## config.mk

```make
export PLATFORM = sky130hd
export DESIGN_NAME = bus_slot_sequencer
export DESIGN_NICKNAME = d
export VERILOG_FILES = /design/src/rtl/bus_slot_sequencer_pkg.sv /design/src/rtl/bus_slot_sequencer_lowest_set8.sv /design/src/rtl/bus_slot_sequencer.sv
export SDC_FILE = /design/constraint.sdc
export NUM_CORES = 1
export LEC_CHECK = 0
export CELL_PAD_IN_SITES_DETAIL_PLACEMENT = 2
export CELL_PAD_IN_SITES_GLOBAL_PLACEMENT = 2
export CORE_AREA = 5 5 79 81
export DETAILED_ROUTE_END_ITERATION = 8
export DIE_AREA = 0 0 84 86
export PLACE_DENSITY_LB_ADDON = 0.15
export SLEW_MARGIN = 20
export SYNTH_ARGS = -nofsm -noshare
export SYNTH_HDL_FRONTEND = slang
export SYNTH_SLANG_ARGS = --single-unit
```

## constraint.sdc

```tcl
create_clock -name clk -period 1.9 [get_ports clk]
set_clock_uncertainty 0.05 [all_clocks]
set_input_delay 0.38 -clock clk [delete_from_list [all_inputs] [get_ports clk]]
set_output_delay 0.38 -clock clk [all_outputs]
set_load 0.005 [all_outputs]
```

## src/rtl/bus_slot_sequencer_pkg.sv

```systemverilog
// Shared types and encodings for the bus slot sequencer.
// Holds the FSM state enum, slot type and decoder enable codes.
package bus_slot_sequencer_pkg;

  typedef enum logic [2:0] {
    S_IDLE,
    S_SETUP,
    S_DRIVE,
    S_GAP,
    S_FINISH
  } bus_seq_state_t;

  typedef logic [2:0] slot_t;

  // Decoder enable bundle ordered {N_E1, N_E2, E3}.
  localparam logic [2:0] EN_ON  = 3'b001;
  localparam logic [2:0] EN_OFF = 3'b110;

  function automatic logic [7:0] slot_bit(input slot_t s);
    return 8'b1 << s;
  endfunction

endpackage

```

## src/rtl/bus_slot_sequencer_lowest_set8.sv

```systemverilog
// Lowest-set-bit finder over an 8-bit vector.
// Purely combinational; idx is 0 when no bit is set.
module lowest_set8
  import bus_slot_sequencer_pkg::*;
(
  input  logic [7:0] vec,
  output slot_t      idx,
  output logic       any
);

  // Scan from the top so the lowest set bit wins.
  always_comb begin
    idx = '0;
    any = |vec;
    for (int i = 7; i >= 0; i--) begin
      if (vec[i]) idx = slot_t'(i);
    end
  end

endmodule

```

## src/rtl/bus_slot_sequencer.sv

```systemverilog
// Walks the selected bus slots in ascending order and drives a
// 3-to-8 inverting decoder with break-before-make dead cycles.
module bus_slot_sequencer
  import bus_slot_sequencer_pkg::*;
#(
  parameter int SETUP_CYCLES = 1,
  parameter int DRIVE_CYCLES = 2
) (
  input  logic       clk,
  input  logic       n_rst,
  input  logic       start,
  input  logic [7:0] slot_mask,
  input  logic       hold,
  output logic [2:0] A,
  output logic       N_E1,
  output logic       N_E2,
  output logic       E3,
  output logic       busy,
  output logic       done,
  output logic [2:0] cur_slot
);

  if (SETUP_CYCLES < 1 || SETUP_CYCLES > 15 ||
      DRIVE_CYCLES < 1 || DRIVE_CYCLES > 15) begin : g_bad_param
    $error("bus_slot_sequencer: cycle parameter out of range 1..15");
  end

  localparam logic [3:0] SETUP_LD = 4'(SETUP_CYCLES - 1);
  localparam logic [3:0] DRIVE_LD = 4'(DRIVE_CYCLES - 1);

  bus_seq_state_t state, state_n;
  slot_t          a_q, a_n;
  logic [7:0]     pend, pend_n;
  logic [3:0]     cnt, cnt_n;
  logic [2:0]     en_q;
  logic           busy_q, done_q;

  logic [7:0]     find_in;
  slot_t          find_idx;
  logic           find_any;

  // In IDLE the finder looks at the incoming mask, otherwise at pend.
  assign find_in = (state == S_IDLE) ? slot_mask : pend;

  lowest_set8 u_find (
    .vec (find_in),
    .idx (find_idx),
    .any (find_any)
  );

  // Next-state, slot selection and counter logic.
  always_comb begin
    state_n = state;
    a_n     = a_q;
    pend_n  = pend;
    cnt_n   = cnt;
    case (state)
      S_IDLE: begin
        if (start) begin
          if (find_any) begin
            pend_n  = slot_mask & ~slot_bit(find_idx);
            a_n     = find_idx;
            cnt_n   = SETUP_LD;
            state_n = S_SETUP;
          end else begin
            state_n = S_FINISH;
          end
        end
      end
      S_SETUP: begin
        if (cnt == '0) begin
          cnt_n   = DRIVE_LD;
          state_n = S_DRIVE;
        end else begin
          cnt_n = cnt - 4'd1;
        end
      end
      S_DRIVE: begin
        if (!hold) begin
          if (cnt == '0) state_n = S_GAP;
          else           cnt_n   = cnt - 4'd1;
        end
      end
      S_GAP: begin
        if (find_any) begin
          pend_n  = pend & ~slot_bit(find_idx);
          a_n     = find_idx;
          cnt_n   = SETUP_LD;
          state_n = S_SETUP;
        end else begin
          state_n = S_FINISH;
        end
      end
      S_FINISH: state_n = S_IDLE;
      default:  state_n = S_IDLE;
    endcase
  end

  // State and registered outputs; reset wins over everything.
  always_ff @(posedge clk) begin
    if (!n_rst) begin
      state  <= S_IDLE;
      a_q    <= '0;
      pend   <= '0;
      cnt    <= '0;
      en_q   <= EN_OFF;
      busy_q <= 1'b0;
      done_q <= 1'b0;
    end else begin
      state  <= state_n;
      a_q    <= a_n;
      pend   <= pend_n;
      cnt    <= cnt_n;
      en_q   <= (state_n == S_DRIVE) ? EN_ON : EN_OFF;
      busy_q <= (state_n != S_IDLE);
      done_q <= (state_n == S_FINISH);
    end
  end

  assign A                = a_q;
  assign cur_slot         = a_q;
  assign {N_E1, N_E2, E3} = en_q;
  assign busy             = busy_q;
  assign done             = done_q;

endmodule
```

**Word level (Yosys, flattened, before mapping)**

Index checks and enable logic that the tools add are counted.

- $add $sub $neg: 1
- Equality and inequality tests: 10
- Shifts and indexed selects: 1
- Muxes and demuxes: 29
- Bitwise logic cells: 3
- Reduce and logical (&&, ||, !) cells: 9

Operator list:

| cell | number |
|---|---|
| $mux W3 | 16 |
| $mux W8 | 4 |
| $mux W4 | 5 |
| $and A8 B8 Y8 | 2 |
| $pmux W4 S4 | 1 |
| $pmux W8 S2 | 1 |
| $pmux W3 S4 | 1 |
| $ne A2 B2 Y1 const B | 5 |
| $eq A3 B2 Y1 const B | 3 |
| $not A8 Y8 | 1 |
| $reduce_and A4 Y1 | 2 |
| $reduce_or A8 Y1 | 1 |
| $shl A1 B3 Y8 const A | 1 |
| $pmux W3 S2 | 1 |
| $logic_not A4 Y1 | 1 |
| $reduce_bool A4 Y1 | 1 |
| $sub A4 B1 Y4 const B | 1 |
| $eq A3 B1 Y1 const B | 1 |
| $eq A3 B3 Y1 const B | 1 |
| $logic_not A3 Y1 | 1 |
| $reduce_bool A3 Y1 | 1 |
| $reduce_and A2 Y1 | 1 |
| $reduce_bool A2 Y1 | 1 |

- Bits in registers: 23
- Input bits: 12
- Output and inout port bits: 11
- Logic and storage cells: 60

**Logic depth before layout (Yosys ltp)**

- Depth after elaboration: 16
- Mapped depth: 8
- Depth with buffers taken out: 7

**By module**

From an unflattened synthesis, not the netlist that was laid out.

- Cell total of the unflattened synthesis: 148
- Area total of the unflattened synthesis: 1,356.3 um^2

Modules (own cells, without submodules):

| module | times used | cells an instance | area each (um^2) | sequential area each (um^2) |
|---|---|---|---|---|
| bus_slot_sequencer | 1 | 135 | 1,275.0 | 440.4 |
| lowest_set8 | 1 | 13 | 81.3 | 0.0 |

**Worst setup path before layout**

Ideal clock, no wire load.

- Path kind: register to register
- From: register cnt[0]
- To: register cnt[0]
- Setup time: 0.121 ns
- Data arrival time: 1.852 ns
- Data required time: 1.729 ns
- Setup slack: -0.124 ns
- Cell stages (with the launch flop): 8
- Buffers on the path: 0
- Clock period less this slack: 2.024 ns
- Cells stage by stage: dfxtp_1 -> inv_1 -> ha_1 -> or3b_1 -> a31oi_1 -> nor4_1 -> a311o_2 -> mux2_4

- Longest elaborated chain between the ends: 4
- Elaborated cells between the ends (all ways): 10
- Classes of those cells: 1 x add/sub; 1 x eq/ne; 6 x mux; 2 x reduce/logical

Ends and longest elaborated chain:

| what | line | RTL |
|---|---|---|
| start, declared | bus_slot_sequencer.sv:34 | `logic [3:0] cnt, cnt_n;` |
| start signal, assigned | bus_slot_sequencer.sv:113 | `cnt <= cnt_n;` |
| $sub A4 B1 Y4 | bus_slot_sequencer.sv:75, bus_slot_sequencer.sv:81 |  |
| $mux W4 | bus_slot_sequencer.sv:80 | `if (cnt == '0) state_n = S_GAP;` |
| $mux W4 | bus_slot_sequencer.sv:79 | `if (!hold) begin` |
| $pmux W4 S4 | bus_slot_sequencer.sv:57 | `case (state)` |

Several ways; a longest one is shown, not always the timed one. The select of a mux whose other input is x is not followed.
A chain may end at the register's enable or synchronous reset.

**Worst setup path in the final report**

- From: register cnt[1]
- To: register cnt[0]

- Longest elaborated chain between the ends: 3
- Elaborated cells between the ends (all ways): 5
- Classes of those cells: 1 x eq/ne; 2 x mux; 2 x reduce/logical

Ends and longest elaborated chain:

| what | line |
|---|---|
| $logic_not A4 Y1 (*) | bus_slot_sequencer.sv:71, bus_slot_sequencer.sv:80 |
| $mux W4 or $ne A2 B2 Y1 (tied branches) | -- |
| $pmux W4 S4 or $reduce_and A4 Y1 (tied branches) | -- |

Every way passes the cells marked *; elsewhere a longest branch is shown, timed or not.

==> metrics.csv <==
stage,metric,value,unit
grt,grt_pass1_wl,10100,um
floorplan,dieArea,7220,um^2
timing,period_minus_slack,1.99,ns
detailed_routing,drt_iter0_markers,58,
synthesis,yosysSeqAreaShare,0.298,
floorplan,core.rowCount,27,
worst_setup_path,endpoint_kind,flop,
worst_hold_path,hold_depth,2,
worst_setup_path,critPathMaxStageDelay,0.39,ns
synthesis,syn_nets,193,
synthesis,syn-cell-area,1480,um^2
floorplan,die_x,84,um
synthesis,synth_cell_type_count,50,
power,seq_power_share,0.193,
clocking,cts-root-buf,clkbuf_8,
worst_setup_path,crit_buf_inv,1,
synthesis,ys.flop_type,dfxtp_1,
worst_setup_path,rr_worst_depth,7,
floorplan,fp.dieH,86,um
synthesis,netlist_instances,179,
timing,setup_tns,-0.211,ns
timing,relSlewSlack,0.724,
cells_and_area,syn2layout_area_growth,63.2,%
timing,rsz0062_at_grt,yes,
clocking,clkTransAtPathRegs,0.09,ns
detailed_routing,vias,1720,
worst_setup_path,critical_path_class,reg2reg,
detailed_routing,ant_nets,0,
power,max-vdd-ir-drop,0.656,mV
grt,grt-ovfl-total,0,
synthesis,yosys.cell_count.top_type,dfxtp_1,
synthesis,ys_ff_latch,22,
worst_hold_path,hp-class,reg2reg,
power,power_density,1720,nW/um^2
timing,fin_crit_sh,1.05,
placed_design,portBuffers,22,
worst_setup_path,crit_family,compound AO/OA/AOI/OAI gates,
placed_design,place_ws,-0.544,ns
timing,max_freq,502,MHz
power,combinationalPowerShare,0.697,
worst_hold_path,whs_endpoint,cnt[1]$_SDFFE_PN0P_,
clocking,holdBufCountCts,0,
cells_and_area,drive_above_1_share,0.394,
grt,track_usage,0.175,
clocking,clk_path_buf_depth,2,
worst_setup_path,cp_slowest_cell,or3b_4,
cells_and_area,stdcell_count,326,
power,p_int,2.42,mW
timing,setup_viol,5,
synthesis,synth_area_leaders,"dfxtp_1 30%, nand2_1 4.6%, nor2_1 4.3%",
clocking,htree_levels,1,
placed_design,place_area,2120,um^2
timing,hold_violations,0,
grt,grt_antenna_before_repair,0,
power,clkPwrFrac,0.110,
job,cap_violations,0,
detailed_routing,drc,0,
placed_design,dp.cells,312,
worst_setup_path,r2r_start,cnt[1]$_SDFFE_PN0P_,
detailed_routing,routed_wl,6520,um
timing,drv_slew,0,
worst_hold_path,hold_start,cnt[1]$_SDFFE_PN0P_,
synthesis,synth_edf_count,0,
detailed_routing,dr.pass1.iters,4,
placed_design,place_hpwl,4850,um
worst_setup_path,path_cells,inv_2 > ha_4 > or3b_4 > a31oi_4 > nor4_2 > a311o_2 > mux2_4,
power,p_sw_frac,0.417,
synthesis,yosys_warnings,0,
clocking,clock_latency,0.27,ns
synthesis,synth-async-reset-ratio,0,
power,finalPower,4.16,mW
worst_setup_path,start_kind,flop,
worst_setup_path,cp_max_fo,2,
synthesis,synth.top_cell.area_share,0.298,
placed_design,globalplace.congestion,0.801,
power,switchingPower,1.73,mW
power,power_leakage,0.959,nW
worst_setup_path,reg2reg_slack,-0.09,ns
cells_and_area,fin_nets,269,
worst_setup_path,critPathRequiredTime,2.02,ns
synthesis,yosys.area.top_type,dfxtp_1,
detailed_routing,viasPerCell,5.28,
floorplan,initial_core_util,0.273,
grt,grt_pass1_vias,2003,
timing,hold_slack,0.445,ns
cells_and_area,final_area,2410,um^2
detailed_routing,post_drt_wl_per_cell,20.0,um
clocking,cts_buffers,3,
floorplan,ios,23,
timing,fin_ws,-0.0915,ns
status,status,"complete, but fails checks",
status,violations,setup timing,
cells_and_area,antenna-diode-count,0,
timing,tightestPinTransition,0.409,ns
worst_setup_path,crit_arrival,2.11,ns
clocking,cts_tree,done,
cells_and_area,final_util,0.446,
clocking,cts_sinks,22,
synthesis,yosys-top-cells-count,"22 x dfxtp_1, 18 x nand2_1, 17 x nor2_1, 9 x nand3_1",
worst_setup_path,worstReg2RegEnd,cnt[0]$_SDFFE_PN0P_,
synthesis,syn_area_per_cell,8.26,um^2
grt,grt_max_degree,14,
floorplan,coreArea,5410,um^2
how the worst max path moves through the flow:
stage                     slack [ns]                    to  cells past startpoint           startpoint
after global placement         -0.47   cnt[0]$_SDFFE_PN0P_                      6         slot_mask[6]
after CTS                       -0.1   cnt[0]$_SDFFE_PN0P_                      7  cnt[1]$_SDFFE_PN0P_
after detailed placement       -0.54  pend[4]$_SDFFE_PN0P_                      8         slot_mask[6]
final                          -0.09   cnt[0]$_SDFFE_PN0P_                      7  cnt[1]$_SDFFE_PN0P_
after floorplan                -0.06   cnt[0]$_SDFFE_PN0P_                      7  cnt[0]$_SDFFE_PN0P_
after global routing           -0.16   cnt[0]$_SDFFE_PN0P_                      7  cnt[1]$_SDFFE_PN0P_
logic make-up (layout without fill, tap and decap cells):
| group | after synthesis | after routing | synth area share |
|---|---|---|---|
| adder cells (fa/ha/maj) | 2 | 2 | 0.0169 |
| AO/OA/AOI/OAI | 45 | 45 | 0.242 |
| AND/OR/NAND/NOR | 86 | 86 | 0.340 |
| buffers and inverters | 20 | 95 | 0.0720 |
| flip-flops | 22 | 22 | 0.298 |
| multiplexers | 4 | 4 | 0.0313 |
flip-flops by register name, indices dropped and copies added, names as in the netlist:
name,cells
en_q,2
pend,8
A,3
state,3
cnt,4
done,1
busy,1
per-layer routing:
layer  GRT usage  up-vias  wire length, um
li1            -      814                -
met4      0.0556        0              112
met3      0.0250       10              146
met1       0.177      870             2580
met2       0.362       26             3680
met5           0        -                0
power by group through the flow:
| stage | clock network, mW | logic (mW) | registers [mW] |
|---|---|---|---|
| 6_report | 0.459 | 2.90 | 0.801 |
| 5_1_grt | 0.484 | 3.12 | 0.826 |
| 4_1_cts | 0.463 | 2.69 | 0.791 |
| 3_5_place_dp | 0 | 2.41 | 0.787 |
| 3_3_place_gp | 0 | 2.28 | 0.777 |
| 2_1_floorplan | 0 | 1.27 | 0.746 |
area by class of cell:
type	count	area [um^2]
sequential	22	452
timing repair buffer	83	688
clock inverter	1	30.0
fill	605	2990
tap	72	90.1
multi-input combinational	137	1080
clock buffer	3	41.3
inverter	8	30.0
tightest hold or removal path, delay by kind of cell, from the launching register on:
kind	cells	cell delay, ns
muxes	1	0.07
DFF	1	0.34
and+or+nand+nor	1	0.05
placed cells by master, fill, tap and decap left out, types with 3 or more instances in the layout:
cell type        count
o21ai_0              7
and3_4               3
nor2_1              17
a311oi_1             4
clkbuf_8             3
a31oi_1              3
nor4_4               5
clkdlybuf4s50_1     13
a211oi_1             3
nand3_1              7
dfxtp_1             15
dfxtp_2              6
inv_1                6
nand2_1             18
nor3_1               5
buf_4               58
nor2b_1              6
dlygate4sd2_1        8
a21oi_1              7
and3_1               3
what timing repair did:
action	in CTS	in global routing
resized for setup	33	10
setup endpoints to repair	17	15
setup buffers	5	5
pin swaps	11	6
Power figures use the tool's default switching activity.
